--- src/rtl/fetch_unit.sv ---
// Instruction fetch stage for the unpipelined WISC-SP13 core: owns the PC,
// runs the imem request/ack handshake, and holds one instruction until retire.
module fetch_unit #(
    parameter logic [15:0] RESET_PC  = 16'h0000,
    parameter logic [15:0] NOP_INSTR = 16'h0800
) (
    input  logic        clk,
    input  logic        rst_n,
    output logic        imem_req,
    output logic [15:0] imem_addr,
    input  logic [15:0] imem_rdata,
    input  logic        imem_ack,
    output logic [15:0] instr,
    output logic        instr_valid,
    input  logic        instr_ready,
    output logic [15:0] pc,
    output logic [15:0] pc_plus2,
    input  logic        redirect,
    input  logic [15:0] redirect_pc,
    input  logic        halt,
    output logic        halted,
    output logic        misalign,
    output logic [15:0] retired_cnt
);

    typedef enum logic [1:0] {
        ST_BOOT = 2'd0,
        ST_REQ  = 2'd1,
        ST_HOLD = 2'd2,
        ST_HALT = 2'd3
    } state_t;

    state_t      state_r;
    state_t      state_nxt_s;
    logic [15:0] pc_r;
    logic [15:0] instr_r;
    logic [15:0] retired_cnt_r;
    logic        halted_r;
    logic        misalign_r;
    logic        retire_s;
    logic        bad_target_s;
    logic        stop_s;

    // Retire qualification and next-state selection.
    always_comb begin
        retire_s     = 1'b0;
        bad_target_s = 1'b0;
        stop_s       = 1'b0;
        state_nxt_s  = state_r;
        retire_s     = (state_r == ST_HOLD) && instr_ready;
        bad_target_s = redirect && redirect_pc[0];
        stop_s       = halt || bad_target_s;
        case (state_r)
            ST_BOOT: state_nxt_s = ST_REQ;
            ST_REQ: begin
                if (imem_ack) begin
                    state_nxt_s = ST_HOLD;
                end else begin
                    state_nxt_s = ST_REQ;
                end
            end
            ST_HOLD: begin
                if (!instr_ready) begin
                    state_nxt_s = ST_HOLD;
                end else if (stop_s) begin
                    state_nxt_s = ST_HALT;
                end else begin
                    state_nxt_s = ST_REQ;
                end
            end
            ST_HALT: state_nxt_s = ST_HALT;
            default: state_nxt_s = ST_HALT;
        endcase
    end

    // State register.
    always_ff @(posedge clk or negedge rst_n) begin
        if (!rst_n) begin
            state_r <= ST_BOOT;
        end else begin
            state_r <= state_nxt_s;
        end
    end

    // PC, fetched word, sticky flags and retire counter.
    always_ff @(posedge clk or negedge rst_n) begin
        if (!rst_n) begin
            pc_r          <= RESET_PC;
            instr_r       <= NOP_INSTR;
            retired_cnt_r <= 16'd0;
            halted_r      <= 1'b0;
            misalign_r    <= 1'b0;
        end else begin
            if ((state_r == ST_REQ) && imem_ack) begin
                instr_r <= imem_rdata;
            end
            if (retire_s) begin
                retired_cnt_r <= retired_cnt_r + 16'd1;
                if (stop_s) begin
                    // pc stays on the HALT / misaligned jump for debug visibility
                    halted_r   <= 1'b1;
                    misalign_r <= misalign_r | (!halt && bad_target_s);
                end else if (redirect) begin
                    pc_r <= redirect_pc;
                end else begin
                    pc_r <= pc_r + 16'd2;
                end
            end
        end
    end

    assign imem_req    = (state_r == ST_REQ);
    assign imem_addr   = pc_r;
    assign instr_valid = (state_r == ST_HOLD);
    assign instr       = (state_r == ST_HOLD) ? instr_r : NOP_INSTR;
    assign pc          = pc_r;
    assign pc_plus2    = pc_r + 16'd2;
    assign halted      = halted_r;
    assign misalign    = misalign_r;
    assign retired_cnt = retired_cnt_r;

endmodule

--- config.mk ---
export PLATFORM = sky130hd
export DESIGN_NAME = fetch_unit
export DESIGN_NICKNAME = d
export VERILOG_FILES = /design/src/rtl/fetch_unit.sv
export SDC_FILE = /design/constraint.sdc
export NUM_CORES = 1
export LEC_CHECK = 0
export CORE_MARGIN = 1.5
export CORE_UTILIZATION = 43
export DETAILED_ROUTE_END_ITERATION = 12
export PLACE_DENSITY = 0.81
export SYNTH_ARGS = -nofsm -noshare
export SYNTH_HDL_FRONTEND = slang
export SYNTH_SLANG_ARGS = --single-unit
--- constraint.sdc ---
create_clock -name clk -period 1.9 [get_ports clk]
set_input_delay 0.19 -clock clk [delete_from_list [all_inputs] [get_ports clk]]
set_output_delay 0.19 -clock clk [all_outputs]
set_load 0.01 [all_outputs]
# Yosys cells after proc, flatten, opt, wreduce, memory -nomap -nowiden
# Cells that the tools add are included.
[word_totals]
reg_bits = 52
in_bits = 38
out_inout_bits = 84
word_cells = 28
[classes]
n_addsub = 2
n_eq_ne = 3
mux = 6
bitwise = 2
reduce_logical = 9
[op_table]
columns = ["operator", "count"]
rows = [
  ["16-bit 2-to-1 mux", 2],
  ["16-bit by 1-bit adder with 16-bit output, second input constant", 1],
  ["16-bit by 2-bit adder with 16-bit output, second input constant", 1],
  ["2-bit case mux with 4 select lines", 1],
  ["2-bit 2-to-1 mux", 3],
  ["2-bit equality test, second input constant", 2],
  ["1-bit logical AND", 4],
  ["2-bit AND reduction", 2],
  ["2-bit by 1-bit equality test with 1-bit output, second input constant", 1],
  ["2-bit zero test", 1],
  ["1-bit zero test", 1],
  ["1-bit logical OR", 1],
  ["1-bit NOT", 1],
  ["1-bit OR", 1],
]

# Depth between registers and ports, before layout
# Gate-level depths: netlist (run 1).
[logic_depth]
ltp_word = 5
ltp_mapped = 7
depth_no_buf = 5

# Worst setup path after synthesis (run 1)
# No wires, ideal clock.
[synth_timing]
path_kind = "register to register"
startpoint = "register pc_r[1] (netlist: imem_addr[1])"
endpoint = "register pc_r[13] (netlist: imem_addr[13])"
setup_ns = 0.131
arrival_ns = 1.557
required_ns = 1.769
slack_ns = 0.211
path_stages_with_launch = 6
path_buffers = 0
synth_period_minus_slack_ns = 1.689
cell_sequence = "dfrtp_1 ha_1 and3_1 nand4_2 and3_1 or3_1"
[synth_via]
elab_chain_cells = 2
[synth_rtl]
columns = ["item", "line_no", "source"]
rows = [
  ["from (decl)", "35", "logic [15:0] pc_r;"],
  ["from (signal assigned)", "104", "pc_r <= redirect_pc;"],
  ["from (signal assigned)", "106", "pc_r <= pc_r + 16'd2;"],
  ["16-bit by 2-bit adder with 16-bit output", "106", ""],
  ["16-bit 2-to-1 mux", "103", "end else if (redirect) begin"],
]
# Every way passes these cells.
# A chain may end at the register's enable or synchronous reset.

# Worst setup path after layout (run 1)
[layout_timing]
startpoint = "register pc_r[1] (netlist: imem_addr[1])"
endpoint = "output port pc_plus2[14]"
[layout_via]
elab_chain_cells = 1
[layout_rtl]
columns = ["item", "line_no", "source"]
rows = [
  ["16-bit by 2-bit adder with 16-bit output", "117", "assign pc_plus2 = pc_r + 16'd2;"],
  ["to (decl)", "17", "output logic [15:0] pc_plus2,"],
]
# Every way passes these cells.

==> qor.yml, run 1 <==
core_area_um2: 6422
ant_nets: 0
critPathMaxFanout: 5
syn_inst: 277
skew_ns: 0.006377
cap_viol_max_count: 0
start_kind: "register"
worst_pin_slew_ns: 0.6503
grt_overflow: 0
final_util_pct: 70.37
root_buffer: "clkbuf_8"
grt_max_degree: 53
synth-seq-cells: 52
cp.required_ns: 1.71
die_height_um: 84.95
rsz0062_at_grt: "yes"
cts_sinks: 52
ir_worst_vdd_mv: 0.4256
hp-class: "in2async"
period_share_pct: 98.00
initial_core_util_pct: 44.96
critPathSlowestCell: "dfrtp_1"
final_common_cell: "clkdlybuf4s50_1"
clk_latency_ns: 0.29
die_x_um: 84.95
async_flop_share_pct: 100.0
htreeDepth: 2
path_cells: "buf_6 -> nand4_1 -> buf_4 -> nor4_4 -> xor2_1 -> buf_2"
violations: "DRC, hold timing"
io_buffers: 121
drive_gt1_share_pct: 24.41
power_density_nw_per_um2: 644.8
yosysSeqAreaShare_pct: 45.10
clkPwrFrac_pct: 20.1
yosysWarnings: 0
rows: 29
cts_buffers: 5
die_area_um2: 7217
area_growth_pct: 56.50
hold_buffers: 0
dp_hpwl_um: 5659
setup_viol: 0
stdcell_area_um2: 4519
dr.pass1.iters: 8
remaining_drc_errors: 6
gp_congestion: 0.8165
path_class: "reg2out"
end_kind: "output port"
swShare_pct: 28.11
p_switching_uw: 819.1
grt_pass1_wl_um: 12370
post-place-cells: 485
synth_edf_count: 0
wire_per_inst_um: 15.38
ys.flop_type: "dfrtp_1"
yosysUniqueCellTypes: 49
vias: 2603
seq_power_share_pct: 47.8
clockBufferDepth: 2
fin_crit_ns: 1.862
syn_area_um2: 2888
power.internal_mw: 2.095
cts_tree: "built"
slew_headroom_pct: 56.65
hold_viol: 3
antenna_cells: 0
drtIter0Drc: 139
grt_usage_pct: 21.26
final_cell_mix: "95 x clkdlybuf4s50_1, 50 x dfrtp_1, 46 x buf_4"
power_frac_comb_pct: 32.1
antenna_found_initial: 0
whs_ns: -0.008975
pin_count: 122
path_clk_slew_ns: 0.09
viasPerCell: 5.175
placed_area_um2: 4295
fmax_mhz: 537.1
nets: 466
syn-num-nets: 317
critical_path_arrival_ns: 1.67
status: "finished, violations left"
grt_pass1_vias: 2526
wl_um: 7736
slew_violations: 0
final_cells: 503
syn_area_per_cell_um2: 10.43
p_leak_nw: 2.069
max_stage_delay_ns: 0.41
## per-layer routing
metal / routed length [µm] / track usage (%)
met3: 389 / 3.988
met1: 3209 / 27.27
met5: 0 / 0
met4: 50 / 4.024
met2: 4087 / 37.66
## timing repair
item                                    4_1_cts  5_1_grt
resized for setup                            42       29
gates cloned                                  1        0
pin swaps                                     3        4
setup buffers                                 3        7
endpoints found under the setup margin       27       15
## worst paths after layout
check / end / slack [ns] / cells after the start / startpoint
min: imem_addr[12] / -0.009 / 2 / rst_n
min in group clk: imem_addr[14] / 0.47 / 3 / redirect_pc[14]
max reg2reg: imem_addr[13] / 0.17 / 6 / imem_addr[2]
min reg2reg: retired_cnt[15] / 0.47 / 1 / retired_cnt[15]
max: pc_plus2[14] / 0.04 / 6 / imem_addr[1]
max in group asynchronous: imem_addr[3] / 1.42 / 2 / rst_n
## critical path: cells and delay by family (launching register included)
kind,cells,cell delay [ns]
buffers and inverters,3,0.46
flip-flops,1,0.41
AND/OR/NAND/NOR,2,0.35
XOR/XNOR,1,0.16
## kinds of logic after synthesis
logic type      after synthesis  share of synthesized area (%)
buf+inv                      34                          7.019
mux                          21                          8.016
fa+ha+maj                     2                         0.8664
xor+xnor                     28                          8.492
compound gates               41                          9.143
simple gates                 99                          21.36
flops                        52                          45.10
## synth_stat cells (all sizes together), types with 4 or more instances
| master | instances | area (µm²) |
|---|---|---|
| dfrtp | 51 | 1276 |
| nor3 | 5 | 30.03 |
| and3 | 7 | 43.79 |
| and2 | 16 | 100.1 |
| nand3 | 20 | 100.1 |
| xnor2 | 15 | 131.4 |
| inv | 6 | 22.52 |
| mux2 | 17 | 191.4 |
| mux2i | 4 | 40.04 |
| nor2 | 12 | 52.55 |
| nand4 | 6 | 43.79 |
| nor4 | 7 | 95.09 |
| nand2 | 14 | 52.55 |
| xor2 | 13 | 113.9 |
| o21ai | 15 | 75.07 |
| buf | 26 | 172.7 |
| a21oi | 6 | 33.78 |
## layout make-up
| cell class | instances | area, µm² |
|---|---|---|
| clock buffers | 6 | 72.57 |
| inverters | 6 | 22.52 |
| multi-input cells | 191 | 1490 |
| flip-flops and latches | 52 | 1304 |
| fillers | 497 | 1903 |
| repair buffers | 170 | 1529 |
| clock inverters | 1 | 5.005 |
| well taps | 77 | 96.34 |
## per-stage QoR
| stage | setup TNS, ns | worst slack [ns] | total power, mW | hold WS (ns) |
|---|---|---|---|---|
| 6_report | 0 | 0.03806 | 2.914 | -0.008975 |
| 5_1_grt | -0.1103 | -0.05395 | 3.085 | 0.04800 |
| 4_1_cts | -0.006894 | -0.006584 | 2.874 | 0.02523 |
| 3_5_place_dp | -0.4594 | -0.1833 | 2.278 | 0.3470 |
| 3_3_place_gp | -0.2720 | -0.1367 | 2.244 | 0.3426 |
| 2_1_floorplan | 0 | 0.2113 | 1.792 | -0.1056 |
## flip-flops by register name, summed over array words and instances, names as in the netlist
signal	flops
imem_addr	16
retired_cnt	16
state_r	2
halted	1
misalign	1
instr_r	16
## power by group through the flow
stage / Clock, mW / Combinational, mW / Sequential (mW)
after floorplan: 0 / 0.351 / 1.44
after global placement: 0 / 0.855 / 1.39
after detailed placement: 0 / 0.877 / 1.40
after CTS: 0.604 / 0.881 / 1.39
after global routing: 0.658 / 1.01 / 1.42
final: 0.586 / 0.935 / 1.39
(Power assumes the default switching activity.)
==> inputs of run 2 (changes only) <==
- CORE_MARGIN: 1.5 -> 2
==> run 2 against run 1 <==
The run ends with setup timing left. Fmax shrank 4.1%. Sequential cell count is the same. Worst setup slack lost 0.079 ns. Sequential share of layout area shrank 0.49 points. Combinational power up 1%. Total power is 3.1% higher.
==> qor.yml, run 2 (synthesis gave the netlist of run 1 again) <==
status: "finished, violations left"
slew_violations: 0  # unchanged
wire_per_inst_um: 15.86  # +3.2%
grt_overflow: 0  # unchanged
viasPerCell: 5.271  # +1.8%
cp.required_ns: 1.71  # about the same
grt_max_degree: 28  # -47%
worst_pin_slew_ns: 0.6463  # -0.004009 ns
die_x_um: 85.95  # +1.2%
path_clk_slew_ns: 0.10  # about the same
crit_cells: 6  # unchanged
cts_buffers: 5  # unchanged
period_share_pct: 102.1  # +4.1 points
antenna_found_initial: 0  # unchanged
power_mw: 3.003  # +3.1%
antenna_cells: 0  # unchanged
power_frac_comb_pct: 31.6  # -0.5 points
grtUsageMet3_pct: 3.465  # -0.52 points
initial_core_util_pct: 44.96  # unchanged
swShare_pct: 29.37  # +1.3 points
hp-class: "in2async"
power.internal_mw: 2.121  # +1.3%
cp_top_family: "buffers and inverters"
fin_crit_ns: 1.941  # +0.07873 ns
seq_power_share_pct: 46.4  # -1.4 points
violations: "setup timing"
wl_um: 8091  # +4.6%
dp_hpwl_um: 5858  # +3.5%
rsz0062_at_grt: "yes"
ir_worst_vdd_mv: 0.4079  # -4.2%
stdcell_area_um2: 4602  # +1.8%
dr.pass1.iters: 5  # -3
setup_viol: 2  # +2
core_area_um2: 6422  # unchanged
die_area_um2: 7387  # +2.4%
placed_area_um2: 4315  # +0.47%
p_leak_nw: 2.294  # +11%
root_buffer: "clkbuf_8"
die_height_um: 85.95  # +1.2%
fmax_mhz: 515.3  # -4.1%
htreeDepth: 2  # unchanged
final_cell_mix: "92 x clkdlybuf4s50_1, 51 x buf_4, 49 x dfrtp_1"
remaining_drc_errors: 0  # -6
clockBufferDepth: 2  # unchanged
cts_sinks: 52  # unchanged
power_density_nw_per_um2: 652.6  # +1.2%
path_class: "reg2out"
start_kind: "register"
skew_ns: 0.007146  # +0.0007698 ns
gp_congestion: 0.8583  # +5.1%
path_cells: "buf_4 -> buf_4 -> and4_1 -> nand3_1 -> xnor2_1 -> dlygate4sd2_1"
clk_latency_ns: 0.30  # about the same
top_usage_layer: "met2"
area_growth_pct: 59.36
hold_viol: 0  # -3
setup_ws_ns: -0.04067  # -0.07873 ns
cp_common_cell: "buf_4"
cts_tree: "built"
critPathSlowestCell: "dfrtp_1"
vias: 2688  # +3.3%
ant_nets: 0  # unchanged
nets: 472  # +1.3%
final_common_cell: "clkdlybuf4s50_1"
grt_pass1_vias: 2637  # +4.4%
worst_r2r_path_depth: 8  # +2
gr-usage-met2_pct: 38.76  # +1.1 points
grt_use_met1_pct: 27.43  # +0.16 points
rows: 29  # unchanged
grt_usage_pct: 21.64  # +0.38 points
io_buffers: 121  # unchanged
critical_path_arrival_ns: 1.75  # +0.08 ns
drive_gt1_share_pct: 25.64  # +1.2 points
pin_count: 122  # unchanged
slew_headroom_pct: 56.92  # +0.27 points
critPathBufInv: 3  # unchanged
end_kind: "output port"
cap_viol_max_count: 0  # unchanged
clkPwrFrac_pct: 22.0  # +1.9 points
max_stage_delay_ns: 0.39  # -0.02 ns
drtIter0Drc: 110  # -21%
critPathMaxFanout: 3  # -2
grt_pass1_wl_um: 12850  # +3.8%
p_switching_uw: 882.1  # +7.7%
-- run 2: area by class of cell --
type                    count  area, µm²
well taps                  77      96.34
flip-flops and latches     52       1305
inverters                   6      22.52
clock inverters             3      26.28
fillers                   473       1821
clock buffers               5      68.82
multi-input cells         191       1463
repair buffers            176       1620
-- run 2: power by group through the flow --
stage | registers [mW] | logic, mW | clock network [mW]
2_1_floorplan | 1.44 | 0.351 | 0
3_3_place_gp | 1.39 | 0.879 | 0
6_report | 1.39 | 0.949 | 0.661
3_5_place_dp | 1.41 | 0.898 | 0
5_1_grt | 1.42 | 1.02 | 0.725
4_1_cts | 1.39 | 0.928 | 0.683
-- run 2: path summary, 6_finish.rpt --
check | from | endpoint | slack [ns]
worst max register to register | state_r[1] | imem_addr[13] | 0.09
max in group asynchronous | rst_n | retired_cnt[1] | 0.90
worst min register to register | retired_cnt[15] | retired_cnt[15] | 0.48
min in group clk | redirect_pc[14] | imem_addr[14] | 0.45
worst max-delay path | imem_addr[1] | pc_plus2[12] | -0.04
worst min-delay path | rst_n | misalign | 0.44
-- run 2: timing repair --
item / CTS / global route
setup buffers: 9 / 5
hold buffers: 1 / 0
cloned: 0 / 1
hold endpoints to repair: 25 / 0
pin swaps: 5 / 6
resized for setup: 44 / 33
endpoints found under the setup margin: 28 / 25
-- run 2: worst register-to-register path, cell delays in order, from the launching register on --
cell and delay [ns]:
dfrtp_1 0.40, nor2b_2 0.17, buf_4 0.16, buf_4 0.13
buf_4 0.14, nand3_1 0.09, buf_6 0.18, o21ai_0 0.10
or3_1 0.35
-- run 2: per-layer routing --
layer	wire length, µm	up-vias
li1	-	1270
met1	3322	1325
met2	4322	85
met3	337	8
met4	107	0
met5	0	-
-- run 2: stage by stage --
stage,hold slack [ns],utilization (%),worst slack [ns],TNS (ns),std cells
after floorplan,-0.1056,-,0.2113,0,277
after global placement,0.2449,67.19,-0.05612,-0.07954,486
after detailed placement,0.2491,67.19,-0.09383,-0.2360,486
after CTS,0.4422,70.68,-0.05707,-0.1002,504
after global routing,0.4679,71.65,-0.1377,-0.5925,510
final,0.4421,71.65,-0.04067,-0.05647,510
==> inputs of run 3 (changes only) <==
- SLEW_MARGIN: default -> 20
==> results of run 3 <==
Final layout, timing and power as in run 2 (identical DEF).
